File: config.mk
export PLATFORM = sky130hd
export DESIGN_NAME = axi4_lite_arbiter
export DESIGN_NICKNAME = d
export VERILOG_FILES = /design/src/rtl/axi4_lite_arbiter.sv
export SDC_FILE = /design/constraint.sdc
export NUM_CORES = 1
export LEC_CHECK = 0
export BUFFER_PORTS_ARGS = -buffer_cell sky130_fd_sc_hd__buf_2
export CORE_AREA = 10 10 133 135
export CTS_BUF_LIST = sky130_fd_sc_hd__clkbuf_8
export DETAILED_ROUTE_END_ITERATION = 6
export DIE_AREA = 0 0 143 145
export HOLD_SLACK_MARGIN = 0.1
export PLACE_DENSITY = 0.47
export SETUP_SLACK_MARGIN = 0.02
export SLEW_MARGIN = 5
export SYNTH_ARGS = -nofsm -noshare
export SYNTH_HDL_FRONTEND = slang
export SYNTH_SLANG_ARGS = --single-unit
File: constraint.sdc
create_clock -name clk -period 4.2 [get_ports clk]
set_input_delay 0.21 -clock clk [delete_from_list [all_inputs] [get_ports clk]]
set_output_delay 0.21 -clock clk [all_outputs]
set_load 0.02 [all_outputs]
File: src/rtl/axi4_lite_arbiter.sv
// axi4_lite_arbiter: two-master (IFU read-only, LSU read/write) to one AXI4-lite slave arbiter.
//
// The arbiter is a pure pass-through switch. It holds no addresses or data, and it grants
// one master at a time. From S_IDLE the LSU wins over the IFU. A grant is held until the
// transaction completes, which is the R handshake for a read and the B handshake for a write.
// Entering or leaving a grant always goes through one S_IDLE cycle, in which every
// valid/ready output is 0.
//
// Ports
//   clk, rst        : single clock; synchronous active-high reset
//   lsu_prerequest  : early LSU request; wins arbitration even without ARVALID/AWVALID
//   ifu_*           : IFU read channel (AR, R)
//   lsu_*           : LSU full AXI4-lite channels (AR, R, AW, W, B)
//   AR..BRESP       : slave-side AXI4-lite channels (no prefix)
//   gnt_ifu/gnt_lsu : current-grant indicators
module axi4_lite_arbiter #(
    parameter int unsigned ADDR_W      = 32,
    parameter int unsigned DATA_W      = 32,
    // Must be at least 1
    parameter int unsigned PRE_TIMEOUT = 4
) (
    input  logic              clk,
    input  logic              rst,
    input  logic              lsu_prerequest,
    // IFU read master
    input  logic [ADDR_W-1:0] ifu_ARADDR,
    input  logic              ifu_ARVALID,
    output logic              ifu_ARREADY,
    output logic [DATA_W-1:0] ifu_RDATA,
    output logic [1:0]        ifu_RRESP,
    output logic              ifu_RVALID,
    input  logic              ifu_RREADY,
    // LSU read/write master
    input  logic [ADDR_W-1:0] lsu_ARADDR,
    input  logic              lsu_ARVALID,
    output logic              lsu_ARREADY,
    output logic [DATA_W-1:0] lsu_RDATA,
    output logic [1:0]        lsu_RRESP,
    output logic              lsu_RVALID,
    input  logic              lsu_RREADY,
    input  logic [ADDR_W-1:0] lsu_AWADDR,
    input  logic              lsu_AWVALID,
    output logic              lsu_AWREADY,
    input  logic [DATA_W-1:0] lsu_WDATA,
    input  logic [3:0]        lsu_WSTRB,
    input  logic              lsu_WVALID,
    output logic              lsu_WREADY,
    output logic              lsu_BVALID,
    output logic [1:0]        lsu_BRESP,
    input  logic              lsu_BREADY,
    // Slave
    output logic [ADDR_W-1:0] ARADDR,
    output logic              ARVALID,
    input  logic              ARREADY,
    input  logic [DATA_W-1:0] RDATA,
    input  logic [1:0]        RRESP,
    input  logic              RVALID,
    output logic              RREADY,
    output logic [ADDR_W-1:0] AWADDR,
    output logic              AWVALID,
    input  logic              AWREADY,
    output logic [DATA_W-1:0] WDATA,
    output logic [3:0]        WSTRB,
    output logic              WVALID,
    input  logic              WREADY,
    input  logic              BVALID,
    input  logic [1:0]        BRESP,
    output logic              BREADY,
    // Grant indicators
    output logic              gnt_ifu,
    output logic              gnt_lsu
);

    typedef enum logic [1:0] {S_IDLE, S_IFU, S_LSU} state_e;

    localparam int unsigned        CNT_W   = $clog2(PRE_TIMEOUT + 1);
    localparam logic [CNT_W-1:0]   CNT_MAX = CNT_W'(PRE_TIMEOUT);

    state_e           state_q, state_d;
    logic             started_q, started_d;
    // Kind of the LSU transaction in flight once started: 1 = write, 0 = read
    logic             is_wr_q, is_wr_d;
    logic [CNT_W-1:0] cnt_q, cnt_d;

    // An LSU read may issue until a write has started. A write may issue only when no read
    // is requested and no read has started. So AR and AW together always serve the read first.
    logic lsu_rd_ok, lsu_wr_ok;
    assign lsu_rd_ok = started_q ? ~is_wr_q : 1'b1;
    assign lsu_wr_ok = started_q ? is_wr_q  : ~lsu_ARVALID;

    // State register
    always_ff @(posedge clk) begin
        if (rst) begin
            state_q   <= S_IDLE;
            started_q <= 1'b0;
            is_wr_q   <= 1'b0;
            cnt_q     <= '0;
        end else begin
            state_q   <= state_d;
            started_q <= started_d;
            is_wr_q   <= is_wr_d;
            cnt_q     <= cnt_d;
        end
    end

    // Next state. Handshakes are observed on the slave side, after grant gating.
    logic ar_hs, aw_hs, w_hs, addr_hs, rd_done, wr_done;
    logic [CNT_W-1:0] cnt_inc;

    always_comb begin
        ar_hs   = ARVALID & ARREADY;
        aw_hs   = AWVALID & AWREADY;
        w_hs    = WVALID & WREADY;
        addr_hs = ar_hs | aw_hs | w_hs;
        // A response counts only for a transaction this grant actually issued
        rd_done = RVALID & RREADY & (started_q | ar_hs);
        wr_done = BVALID & BREADY & (started_q | aw_hs | w_hs);
        cnt_inc = (cnt_q == CNT_MAX) ? cnt_q : cnt_q + CNT_W'(1);

        state_d   = state_q;
        started_d = started_q;
        is_wr_d   = is_wr_q;
        cnt_d     = cnt_q;

        unique case (state_q)
            S_IDLE: begin
                started_d = 1'b0;
                is_wr_d   = 1'b0;
                cnt_d     = '0;
                if (lsu_prerequest | lsu_ARVALID | lsu_AWVALID) begin
                    state_d = S_LSU;
                end else if (ifu_ARVALID) begin
                    state_d = S_IFU;
                end
            end
            S_IFU: begin
                if (addr_hs) started_d = 1'b1;
                if (rd_done) begin
                    state_d   = S_IDLE;
                    started_d = 1'b0;
                end
            end
            S_LSU: begin
                if (addr_hs && !started_q) begin
                    started_d = 1'b1;
                    is_wr_d   = aw_hs | w_hs;
                end
                if (rd_done | wr_done) begin
                    state_d   = S_IDLE;
                    started_d = 1'b0;
                end else if (!lsu_ARVALID && !lsu_AWVALID && !started_q) begin
                    // Prerequest-only grant: release once it has idled PRE_TIMEOUT cycles
                    cnt_d = cnt_inc;
                    if (cnt_inc == CNT_MAX) state_d = S_IDLE;
                end
            end
            default: state_d = S_IDLE;
        endcase
    end

    // Outputs: pure steering on the registered grant
    always_comb begin
        gnt_ifu     = 1'b0;
        gnt_lsu     = 1'b0;
        ifu_ARREADY = 1'b0;
        ifu_RDATA   = '0;
        ifu_RRESP   = '0;
        ifu_RVALID  = 1'b0;
        lsu_ARREADY = 1'b0;
        lsu_RDATA   = '0;
        lsu_RRESP   = '0;
        lsu_RVALID  = 1'b0;
        lsu_AWREADY = 1'b0;
        lsu_WREADY  = 1'b0;
        lsu_BVALID  = 1'b0;
        lsu_BRESP   = '0;
        ARADDR      = '0;
        ARVALID     = 1'b0;
        RREADY      = 1'b0;
        AWADDR      = '0;
        AWVALID     = 1'b0;
        WDATA       = '0;
        WSTRB       = '0;
        WVALID      = 1'b0;
        BREADY      = 1'b0;

        unique case (state_q)
            S_IFU: begin
                gnt_ifu     = 1'b1;
                ARADDR      = ifu_ARADDR;
                ARVALID     = ifu_ARVALID;
                RREADY      = ifu_RREADY;
                ifu_ARREADY = ARREADY;
                ifu_RDATA   = RDATA;
                ifu_RRESP   = RRESP;
                ifu_RVALID  = RVALID;
            end
            S_LSU: begin
                gnt_lsu     = 1'b1;
                ARADDR      = lsu_ARADDR;
                ARVALID     = lsu_ARVALID & lsu_rd_ok;
                RREADY      = lsu_RREADY & lsu_rd_ok;
                lsu_ARREADY = ARREADY & lsu_rd_ok;
                lsu_RDATA   = RDATA;
                lsu_RRESP   = RRESP;
                lsu_RVALID  = RVALID & lsu_rd_ok;
                AWADDR      = lsu_AWADDR;
                AWVALID     = lsu_AWVALID & lsu_wr_ok;
                WDATA       = lsu_WDATA;
                WSTRB       = lsu_WSTRB;
                WVALID      = lsu_WVALID & lsu_wr_ok;
                BREADY      = lsu_BREADY & lsu_wr_ok;
                lsu_AWREADY = AWREADY & lsu_wr_ok;
                lsu_WREADY  = WREADY & lsu_wr_ok;
                lsu_BVALID  = BVALID & lsu_wr_ok;
                lsu_BRESP   = BRESP;
            end
            default: ;
        endcase
    end

endmodule

### Yosys cells after proc, flatten, opt, wreduce, memory -nomap -nowiden

Cells that the tools add are included.

* RAM bits: 0
* output and inout bits: 184
* register bits: 7
* ROM bits: 0
* memories: 0
* word-level logic and storage cells: 102
* bits in latches: 0

* magnitude comparators: 0
* multiplexer cells: 43
* bitwise gates (word level): 28
* equality and inequality tests: 13
* divide/modulo/power cells: 0
* $mul: 0
* shift-type cells: 0
* add/subtract/negate cells: 1
* reduce and logical (&&, ||, !) cells: 13

Operator list (count)
* $mux 32: 4
* $pmux 32 s2: 1
* $mux 1: 19
* $mux 2: 9
* $and 1x1->1: 17
* $ne 3x3->1 const B: 5
* $mux 3: 3
* $or 1x1->1: 9
* $ne 2x2->1 const B: 4
* $eq 3x3->1 const B: 2
* $pmux 1 s2: 3
* $pmux 2 s3: 1
* $pmux 3 s2: 1
* $reduce_and 3->1: 2
* $mux 4: 1
* $reduce_and 4->1: 1
* $add 3x1->3 const B: 1
* $logic_and 1x1->1: 3
* $logic_not 1->1: 3
* $pmux 1 s3: 1
* $reduce_bool 3->1: 1
* $eq 2x1->1 const B: 1
* $eq 2x2->1 const B: 1
* $logic_not 2->1: 1
* other kinds (3): 4

### Longest topological paths before layout

Gate-level depths: netlist of the first run.

* depth after elaboration: 11
* gate-level depth with buffers: 8
* gate-level depth less buffers: 7

### Worst setup path before layout of the first run

Ideal clock, no wire load.

* path type: flip-flop to output port
* from: reg state_q[0]
* to: out ARADDR[10]
* data arrival time: 1943 ps
* required time: 3990 ps
* stages on the path, launching flop included: 8
* slack: 2047 ps
* cells stage by stage: dfxtp_1 > inv_1 > ha_1 > buf_2 > clkbuf_1 > clkbuf_1 > a22oi_1 > nor2b_1

* word-level cells in the longest chain between the ends: 2
* elaborated cells between the ends (all ways): 3
* classes of those cells: eq/ne (2); mux (1)

Ends and longest elaborated chain
* start: declaration: RTL line 79 `state_e state_q, state_d;`
* start signal: assignment: RTL line 99 `state_q <= state_d;`
* $eq 2x2->1 or $eq 2x1->1 (tied branches): RTL line 187 `unique case (state_q)`
* $pmux 32 s2 *: RTL line 187
* end: declaration: RTL line 52 `output logic [ADDR_W-1:0] ARADDR,`

Mark *: on every way between the ends. The rest lies on a longest branch, timed or not.

### Final worst setup path of the first run

* from: reg state_q[0]
* to: out BREADY

* word-level cells in the longest chain between the ends: 2

Ends and longest elaborated chain
* $eq 2x2->1: RTL line 187
* $mux 1: RTL line 187
* end: declaration: RTL line 68 `output logic BREADY,`

Every way passes these cells.

==> impl_metrics.json, run 1 <==
{
  "internal-power_mw": 0.567,
  "grt_overflow": 0,
  "fin_nets": 852,
  "crit_required_ns": 3.99,
  "syn_inst": 316,
  "ys_ff_latch": 7,
  "critical_path.max_fanout": 55,
  "fin_total_pwr_mw": 1.32,
  "fmax_mhz": 385,
  "tns_ns": 0,
  "drc_errors": 0,
  "critical_path_class": "flip-flop to output pin",
  "yosysSeqAreaShare_pct": 6.60,
  "outcome": "completed",
  "grt_pass1_wl_um": 23700,
  "portBuffers": 366,
  "dp_worst_setup_slack_ns": 1.82,
  "seqPwrFrac_pct": 6.0,
  "cts_resized": 0,
  "avgSynthCellArea_um2": 6.72,
  "initial_utilization_pct": 14.1,
  "synth_ff_type": "dfxtp_1",
  "insertion_delay_ns": 0.23,
  "clkSinkCount": 7,
  "ir_drop_mv": 0.130,
  "whs_ns": 0.209,
  "grt_max_degree": 56,
  "cts_root_buffer": "clkbuf_8",
  "clock_skew_ns": 0.00632,
  "fin_cells": 856,
  "finalHoldViolCount": 0,
  "rows": 45,
  "dp_hpwl_um": 14900,
  "fp.dieH_um": 145,
  "drt_wl_total_um": 16900,
  "die-area_um2": 20700,
  "slew_headroom_pct": 43.8,
  "htreeDepth": 1,
  "finalSetupViolCount": 0,
  "grt_pass1_vias": 3864,
  "cts_tree": "yes",
  "fin_area_um2": 4190,
  "syn_to_final_growth_pct": 97.3,
  "vias_per_cell": 4.22,
  "yosysWarnings": 0,
  "yosysUniqueCellTypes": 43,
  "post-route-period-util_pct": 61.8,
  "switching_share_pct": 56.9,
  "clockPowerShare_pct": 7.3,
  "p_switching_mw": 0.749,
  "synthesis.nets": 505,
  "worst_slack_ns": 1.61,
  "ctsHoldBuffers": 0,
  "layout-drive-gt1-share_pct": 57.9,
  "antenna_found_initial": 8,
  "layout_min_cycle_time_ns": 2.59,
  "worstPathCellList": "inv_1 > ha_4 > buf_4 > a21boi_0 > and2_1 > buf_2",
  "drtIter0Drc": 46,
  "max_stage_delay_ns": 0.47,
  "pwr-share-comb_pct": 86.6,
  "ant_nets": 0,
  "worst_ep_arrival_time_ns": 2.38,
  "clk_pin_slew_ns": 0.04,
  "cpMaxStageDelayCell": "a21boi_0",
  "cts_buffers": 3,
  "netlist.area_leader.share_pct": 43.3,
  "critPathCaptureType": "output pin",
  "wl_per_cell_um": 19.8,
  "core_area_um2": 15000,
  "cp-start-kind": "flip-flop",
  "final_max_slew_viol_count": 0,
  "synth_area_um2": 2120,
  "io_pins": 367,
  "powerDensity_nw_per_um2": 314,
  "tightest_slew_ns": 0.843,
  "max_cap_viol_count": 0,
  "rsz0062_at_grt": "no",
  "cellLeakagePower_nw": 2.51,
  "cts_max_path_buffers": 2,
  "placed_area_um2": 4130,
  "grt_usage_pct": 14.8,
  "yosys-top-cells-area": "and2_1 43%, a22oi_1 11%, nor2b_1 9.7%, dfxtp_1 6.6%, clkbuf_1 4.4%",
  "postSynth.asyncResetShare_pct": 0,
  "postCtsSetupBuffers": 0,
  "fin_util_pct": 27.9,
  "dp.cells": 846,
  "firstDrtPassIters": 4,
  "synth_edf_count": 0,
  "gp_congestion": 0.908,
  "hold_path.class": "primary input to flip-flop",
  "vias": 3609,
  "yosysTopAreaCell": "and2_1",
  "dieWidth_um": 143
}
-- sequential cells by signal, indices dropped and copies added (netlist names) --
name       flops
cnt_q          3
state_q        2
is_wr_q        1
started_q      1
-- synth_stat cells (all sizes together) (3+ instances only) --
cell type / number
dfxtp: 7
clkbuf: 25
a22oi: 33
and2: 147
inv: 5
nand2b: 5
ha: 6
buf: 3
a21oi: 6
nor2b: 33
and3: 3
nand2: 8
-- worst paths after layout --
check,cells past startpoint,from,slack (ns),end
hold reg to reg,2,state_q[0],0.51,state_q[0]
hold / removal,2,rst,0.21,cnt_q[1]
setup / recovery,6,state_q[0],1.61,BREADY
setup reg to reg,7,state_q[0],1.89,cnt_q[0]
-- worst max-delay path, delay by kind of cell (launching register included) --
kind	cells	cell delay [ns]
compound gates	1	0.47
simple gates	1	0.20
buf+inv	3	0.75
flops	1	0.33
fa+ha+maj	1	0.40
-- power groups by stage --
stage,clock [mW],combinational (mW),sequential [mW]
after detailed placement,0,1.15,0.0803
after global routing,0.103,1.25,0.0801
after floorplan,0,0.718,0.0777
after CTS,0.0988,1.16,0.0792
final,0.0966,1.14,0.0793
after global placement,0,1.16,0.0801
-- per-layer routing --
layer	vias up	track usage (%)	share of wire (%)
li1	1751	-	-
met1	1600	13.6	34
met2	233	27.3	50
met3	21	7.01	13
met4	4	5.62	2.6
met5	-	0	0.15
-- layout by cell type, fill, tap and decap left out, drive strengths merged, types with 2 or more instances in the layout --
master / n
buf: 370
and2: 147
nor2b: 33
a22oi: 33
nand2: 8
dfxtp: 7
diode: 6
inv: 6
a21oi: 6
ha: 6
nand2b: 5
and3: 3
clkbuf: 3
a41o: 2
or2: 2
nor4b: 2
a211oi: 2
nand3: 2
mux2i: 2
nor3: 2
-- cell families after synthesis --
logic type | after synthesis | synth area share (%)
simple gates | 212 | 61.9
flops | 7 | 6.60
buf+inv | 33 | 5.90
compound gates | 56 | 21.1
fa+ha+maj | 6 | 3.54
mux | 2 | 0.943
-- cell type report --
cell class | count | area, um^2
Fill cell | 1673 | 10800
Multi-Input combinational cell | 276 | 1870
Timing Repair Buffer | 370 | 1860
Tap cell | 188 | 235
Sequential cell | 7 | 140
Clock buffer | 3 | 41.3
Inverter | 5 | 18.8
Antenna cell | 6 | 15.0
Clock inverter | 1 | 3.75
(Power assumes the default switching activity.)
==> inputs of run 2 (changes only) <==
--- a/config.mk
+++ b/config.mk
@@ -5,11 +5,12 @@
 export SDC_FILE = /design/constraint.sdc
 export NUM_CORES = 1
 export LEC_CHECK = 0
+export ABC_AREA = 1
 export BUFFER_PORTS_ARGS = -buffer_cell sky130_fd_sc_hd__buf_2
-export CORE_AREA = 10 10 133 135
+export CORE_AREA = 10 10 134 136
 export CTS_BUF_LIST = sky130_fd_sc_hd__clkbuf_8
 export DETAILED_ROUTE_END_ITERATION = 6
-export DIE_AREA = 0 0 143 145
+export DIE_AREA = 0 0 144 146
 export HOLD_SLACK_MARGIN = 0.1
 export PLACE_DENSITY = 0.47
 export SETUP_SLACK_MARGIN = 0.02
==> constraint.sdc (replaced) <==
create_clock -name clk -period 2.64 [get_ports clk]
set_input_delay 0.132 -clock clk [delete_from_list [all_inputs] [get_ports clk]]
set_output_delay 0.132 -clock clk [all_outputs]
set_load 0.02 [all_outputs]
==> impl_metrics.json, run 2 <==
{
  "outcome": "completed",
  "regArea_um2": 140,
  "core_area_um2": 15500,
  "firstDrtPassIters": 4,
  "portBuffers": 366,
  "postSynth.asyncResetShare_pct": 0,
  "fin_total_pwr_mw": 3.56,
  "synth_most_common_cell": "nand2_1",
  "yosysUniqueCellTypes": 22,
  "ctsHoldBuffers": 0,
  "largest_reg_flops": 3,
  "netlist.area_leader.share_pct": 38.9,
  "syn_inst": 525,
  "worstPathCellList": "inv_1 > ha_4 > buf_12 > nand2_1 > a21oi_1 > buf_2",
  "slew_headroom_pct": 66.5,
  "multiInputGateArea_um2": 1410,
  "die-area_um2": 21000,
  "top_regs": "cnt_q: 3 flops, state_q: 2 flops",
  "avgSynthCellArea_um2": 4.32,
  "ant_nets": 0,
  "insertion_delay_ns": 0.23,
  "critPathCaptureType": "output pin",
  "clk_pin_slew_ns": 0.04,
  "tns_ns": 0,
  "hold_path.class": "primary input to flip-flop",
  "cts_max_path_buffers": 2,
  "synth_top_family_by_area": "simple AND/OR/NAND/NOR gates",
  "muxShareOfSynthArea_pct": 0,
  "synthXorXnorAreaFrac_pct": 0.386,
  "initial_utilization_pct": 14.7,
  "grt_pass1_wl_um": 23100,
  "finalSetupViolCount": 0,
  "cpMaxStageDelayCell": "ha_4",
  "ir_drop_mv": 0.322,
  "finalHoldViolCount": 0,
  "synth_fa_ha_area_share_pct": 3.31,
  "grt_overflow": 0,
  "gp_congestion": 0.855,
  "clock_skew_ns": 0.00367,
  "critical_path_class": "flip-flop to output pin",
  "grt_usage_pct": 13.6,
  "drtIter0Drc": 179,
  "yosysSeqAreaShare_pct": 6.18,
  "crit_required_ns": 2.51,
  "yosysTopAreaCell": "nand2_1",
  "yosysWarnings": 0,
  "grt_pass1_vias": 4107,
  "synth_commonest_cells": "235 x nand2_1, 165 x inv_1, 38 x a21oi_1",
  "post-route-period-util_pct": 78.3,
  "drt_wl_total_um": 15300,
  "final_common_cell": "buf_2",
  "cp_num_buf_inv": 3,
  "vias": 3968,
  "clkSinkCount": 7,
  "fp.dieH_um": 146,
  "yosys.area_share.simple_pct": 48.3,
  "critical_path.max_fanout": 87,
  "synth_compound_area_share_pct": 9.54,
  "syn_to_final_growth_pct": 92.2,
  "antennaDiodeCount": 0,
  "cts_buffers": 3,
  "fin_area_um2": 4360,
  "max_cap_viol_count": 0,
  "fmax_mhz": 484,
  "grt_max_degree": 88,
  "wl_per_cell_um": 14.4,
  "rsz0062_at_grt": "no",
  "top_register": "cnt_q",
  "powerDensity_nw_per_um2": 817,
  "final_cell_mix": "366 x buf_2, 235 x nand2_1, 166 x inv_1, 38 x a21oi_1, 17 x nor2_1",
  "dp_hpwl_um": 13600,
  "rows": 46,
  "placed_area_um2": 4320,
  "postCtsSetupBuffers": 0,
  "htreeDepth": 1,
  "synth_edf_count": 0,
  "antenna_found_initial": 0,
  "worst_ep_arrival_time_ns": 1.94,
  "layout-drive-gt1-share_pct": 44.5,
  "synthesis.nets": 714,
  "cp-start-kind": "flip-flop",
  "synth_area_um2": 2270,
  "fin_nets": 1064,
  "vias_per_cell": 3.72,
  "crit_family": "buffers and inverters",
  "drc_errors": 0,
  "cts_resized": 0,
  "nFillCells": 1822,
  "ys_ff_latch": 7,
  "synth_ff_type": "dfxtp_1",
  "max_stage_delay_ns": 0.39,
  "cellLeakagePower_nw": 3.71,
  "layout_min_cycle_time_ns": 2.07,
  "io_pins": 367,
  "dieWidth_um": 144,
  "final_max_slew_viol_count": 0,
  "yosys-top-cells-area": "nand2_1 39%, inv_1 27%, a21oi_1 8.4%, dfxtp_1 6.2%, clkbuf_1 3.5%",
  "cts_root_buffer": "clkbuf_8",
  "tightest_slew_ns": 0.503,
  "cts_tree": "yes"
}
## run 2: cell types whose count changed after synthesis, moves of 32 or more
cell     previous run  this run
nand2_1             8       235
inv_1               5       165
and2_1            147         0
a21oi_1             5        38
nor2b_1            33         0
a22oi_1            32         0
## run 2: power by group
group	switching [mW]	internal, mW
clock	0.0497	0.101
sequential	0.0270	0.127
combinational	2.27	0.986
total	2.35	1.21
## run 2: worst reg2reg max path, stage by stage, from the launching register on
cell	delay [ns]
dfxtp_1	0.33
inv_1	0.12
ha_4	0.39
nand3_1	0.12
nand2_1	0.08
nand2_1	0.06
nor2_1	0.13
nand2_2	0.09
nand2_1	0.08
o21a_1	0.18
nand3_1	0.09
nand2_1	0.06
nor2_1	0.04
## run 2: cell families (layout without fill, tap and decap cells)
logic type / after synthesis / in the layout
flops: 7 / 7
buf+inv: 193 / 542
xor+xnor: 1 / 1
simple gates: 276 / 276
compound gates: 42 / 42
fa+ha+maj: 6 / 6
## run 2: metrics by stage
stage                     hold slack, ns  util, %  std cells  worst slack (ns)
after floorplan                    0.201        -        525             0.683
after global placement             0.353     27.9       1062             0.774
after detailed placement           0.352     27.9       1062             0.760
after CTS                          0.105     28.2       1066             0.558
after global routing               0.121     28.2       1066             0.389
final                              0.119     28.2       1066             0.572
## run 2: layout make-up
type                            count  share of cell area [%]
Clock buffer                        3                   0.947
Clock inverter                      1                  0.0861
Sequential cell                     7                    3.21
Multi-Input combinational cell    325                    32.3
Inverter                          166                    14.3
Tap cell                          192                    5.51
Timing Repair Buffer              372                    43.6
## run 2: per-layer routing
| layer | part of all wire [%] | track usage (%) | vias up | wire [um] |
|---|---|---|---|---|
| met5 | 0 | 0 | - | 0 |
| met4 | 1.3 | 2.25 | 0 | 203 |
| met3 | 9.5 | 5.03 | 18 | 1450 |
| met2 | 53 | 25.7 | 166 | 8170 |
| met1 | 36 | 13.9 | 1638 | 5510 |
| li1 | - | - | 2146 | - |
## run 2: final timing paths
path / startpoint / to / slack [ns] / cells after the start
worst min-delay path: rst / cnt_q[0] / 0.12 / 2
worst max-delay path: state_q[0] / ARADDR[2] / 0.57 / 6
worst max register to register: state_q[0] / state_q[1] / 0.77 / 12
worst min register to register: is_wr_q / is_wr_q / 0.49 / 2
==> inputs of run 3 (changes only) <==
==> constraint.sdc (replaced) <==
create_clock -name clk -period 2.2 [get_ports clk]
set_input_delay 0.11 -clock clk [delete_from_list [all_inputs] [get_ports clk]]
set_output_delay 0.11 -clock clk [all_outputs]
set_load 0.02 [all_outputs]
==> impl_metrics.json, run 3 (synthesis gave the netlist of run 2 again) <==
{
  "ir_drop_mv": 0.416,
  "fin_cells": 1070,
  "clk_pin_slew_ns": 0.04,
  "grt_overflow": 0,
  "firstDrtPassIters": 4,
  "final_max_slew_viol_count": 0,
  "worst_ep_arrival_time_ns": 1.93,
  "hold_path.class": "primary input to flip-flop",
  "cp-startpoint": "state_q[1]",
  "cts_root_buffer": "clkbuf_8",
  "rows": 46,
  "drc_errors": 0,
  "drtIter0Drc": 115,
  "gp_congestion": 0.814,
  "r2r_slack_ns": 0.43,
  "vias_per_cell": 3.70,
  "top_regs": "cnt_q: 3 flops, state_q: 2 flops",
  "clockPowerShare_pct": 4.2,
  "core_area_um2": 15500,
  "r2r.worst_path.cells": 10,
  "grt_pass1_wl_um": 22900,
  "use_met1_pct": 13.7,
  "critPathCaptureType": "output pin",
  "dp_hpwl_um": 13600,
  "htreeDepth": 1,
  "tns_ns": 0,
  "clock_skew_ns": 0.00357,
  "fp.dieH_um": 146,
  "initial_utilization_pct": 14.7,
  "wl_per_cell_um": 14.5,
  "grt_usage_pct": 13.7,
  "powerDensity_nw_per_um2": 1000,
  "cts_tree": "yes",
  "top_register": "cnt_q",
  "fin_nets": 1066,
  "whs_endpoint": "state_q[0]",
  "hold_path_startpoint": "lsu_prerequest",
  "finalHoldViolCount": 0,
  "cellLeakagePower_nw": 3.73,
  "p_switching_mw": 2.86,
  "dp.cells": 1061,
  "portBuffers": 366,
  "nFillCells": 1831,
  "die-area_um2": 21000,
  "slew_headroom_pct": 64.7,
  "outcome": "completed",
  "vias": 3960,
  "final_common_cell": "buf_2",
  "whs_ns": 0.297,
  "max_cap_viol_count": 0,
  "r2r-end": "state_q[1]",
  "final_cell_mix": "366 x buf_2, 235 x nand2_1, 165 x inv_1, 38 x a21oi_1, 17 x nor2_1",
  "ant_nets": 0,
  "insertion_delay_ns": 0.24,
  "largest_reg_flops": 3,
  "seqPwrFrac_pct": 4.2,
  "cp-start-kind": "flip-flop",
  "drt_wl_total_um": 15500,
  "switching_share_pct": 64.9,
  "hold_depth": 6,
  "io_pins": 367,
  "syn_to_final_growth_pct": 94.6,
  "grt_pass1_vias": 4003,
  "cts_buffers": 3,
  "dieWidth_um": 144,
  "post-route-period-util_pct": 93.0,
  "tightest_slew_ns": 0.530,
  "cts_max_path_buffers": 2,
  "crit_required_ns": 2.09,
  "internal-power_mw": 1.55,
  "finalSetupViolCount": 0,
  "r2r-start": "state_q[1]",
  "fmax_mhz": 489,
  "critical_path_class": "flip-flop to output pin",
  "layout_min_cycle_time_ns": 2.04,
  "rsz0062_at_grt": "no",
  "pwr-share-comb_pct": 91.6,
  "grt_max_degree": 91,
  "top_usage_layer": "met2",
  "grtUsageMet2_pct": 26.9,
  "grt_util_met3_pct": 4.57,
  "clkSinkCount": 7,
  "critical_path.max_fanout": 50,
  "layout-drive-gt1-share_pct": 44.7,
  "antenna_found_initial": 1
}
[run 3: cell count changes in the layout (fill, tap and decap cells not counted)]
cell	change
ha_2	+1
inv_1	-1
ha_1	-1
clkinvlp_4	+1
dlygate4sd3_1	+1
diode_2	+2
buf_4	-1
buf_12	+2
[run 3: timing repair]
item,4_1_cts,5_1_grt
hold endpoints to repair,3,0
setup endpoints to repair,0,27
gates resized for setup,0,2
buffers inserted,0,2
hold buffers,1,0
[run 3: how the worst max path moves through the flow]
| stage | end | slack [ns] |
|---|---|---|
| after detailed placement | ARADDR[20] | 0.34 |
| after global routing | ARADDR[11] | 0.02 |
| after floorplan | ARADDR[0] | 0.26 |
| after CTS | ARADDR[20] | 0.08 |
| after global placement | ARADDR[12] | 0.40 |
| final | ARADDR[11] | 0.16 |
[run 3: worst max-delay path, stage by stage (launching register included)]
cell and delay, ns:
dfxtp_1 0.35, inv_1 0.10, ha_2 0.22, buf_4 0.45
nand2_1 0.10, a21oi_1 0.24, buf_2 0.21
[run 3: final cells by class]
type                            count  area (um^2)  share of cell area [%]
Antenna cell                        2         5.00                   0.113
Clock buffer                        3         41.3                   0.935
Clock inverter                      1         3.75                  0.0850
Inverter                          166          627                    14.2
Multi-Input combinational cell    325         1410                    32.0
Sequential cell                     7          140                    3.17
Tap cell                          192          240                    5.44
Timing Repair Buffer              374         1940                    44.0
[run 3: per-layer routing]
| metal | up-vias | part of all wire (%) |
|---|---|---|
| met2 | 169 | 54 |
| met1 | 1620 | 36 |
| li1 | 2157 | - |
| met5 | - | 0 |
| met3 | 14 | 8.6 |
| met4 | 0 | 1.0 |
[run 3: power by group through the flow]
stage,Clock [mW],Sequential [mW],Combinational (mW)
finish,0.187,0.185,4.04
global route,0.200,0.190,4.45
CTS,0.192,0.186,4.01
detailed placement,0,0.188,3.99
global placement,0,0.186,4.03
floorplan,0,0.176,2.49
[run 3: metrics by stage]
step / cell area (um^2) / setup WS [ns] / power, mW / util (%)
4_1_cts: 4380 / 0.0781 / 4.39 / 28.3
3_3_place_gp: 4320 / 0.398 / 4.22 / 27.9
3_5_place_dp: 4320 / 0.337 / 4.18 / 27.9
6_report: 4410 / 0.155 / 4.42 / 28.5
5_1_grt: 4410 / 0.0234 / 4.84 / 28.5
2_1_floorplan: 2270 / 0.265 / 2.67 / -
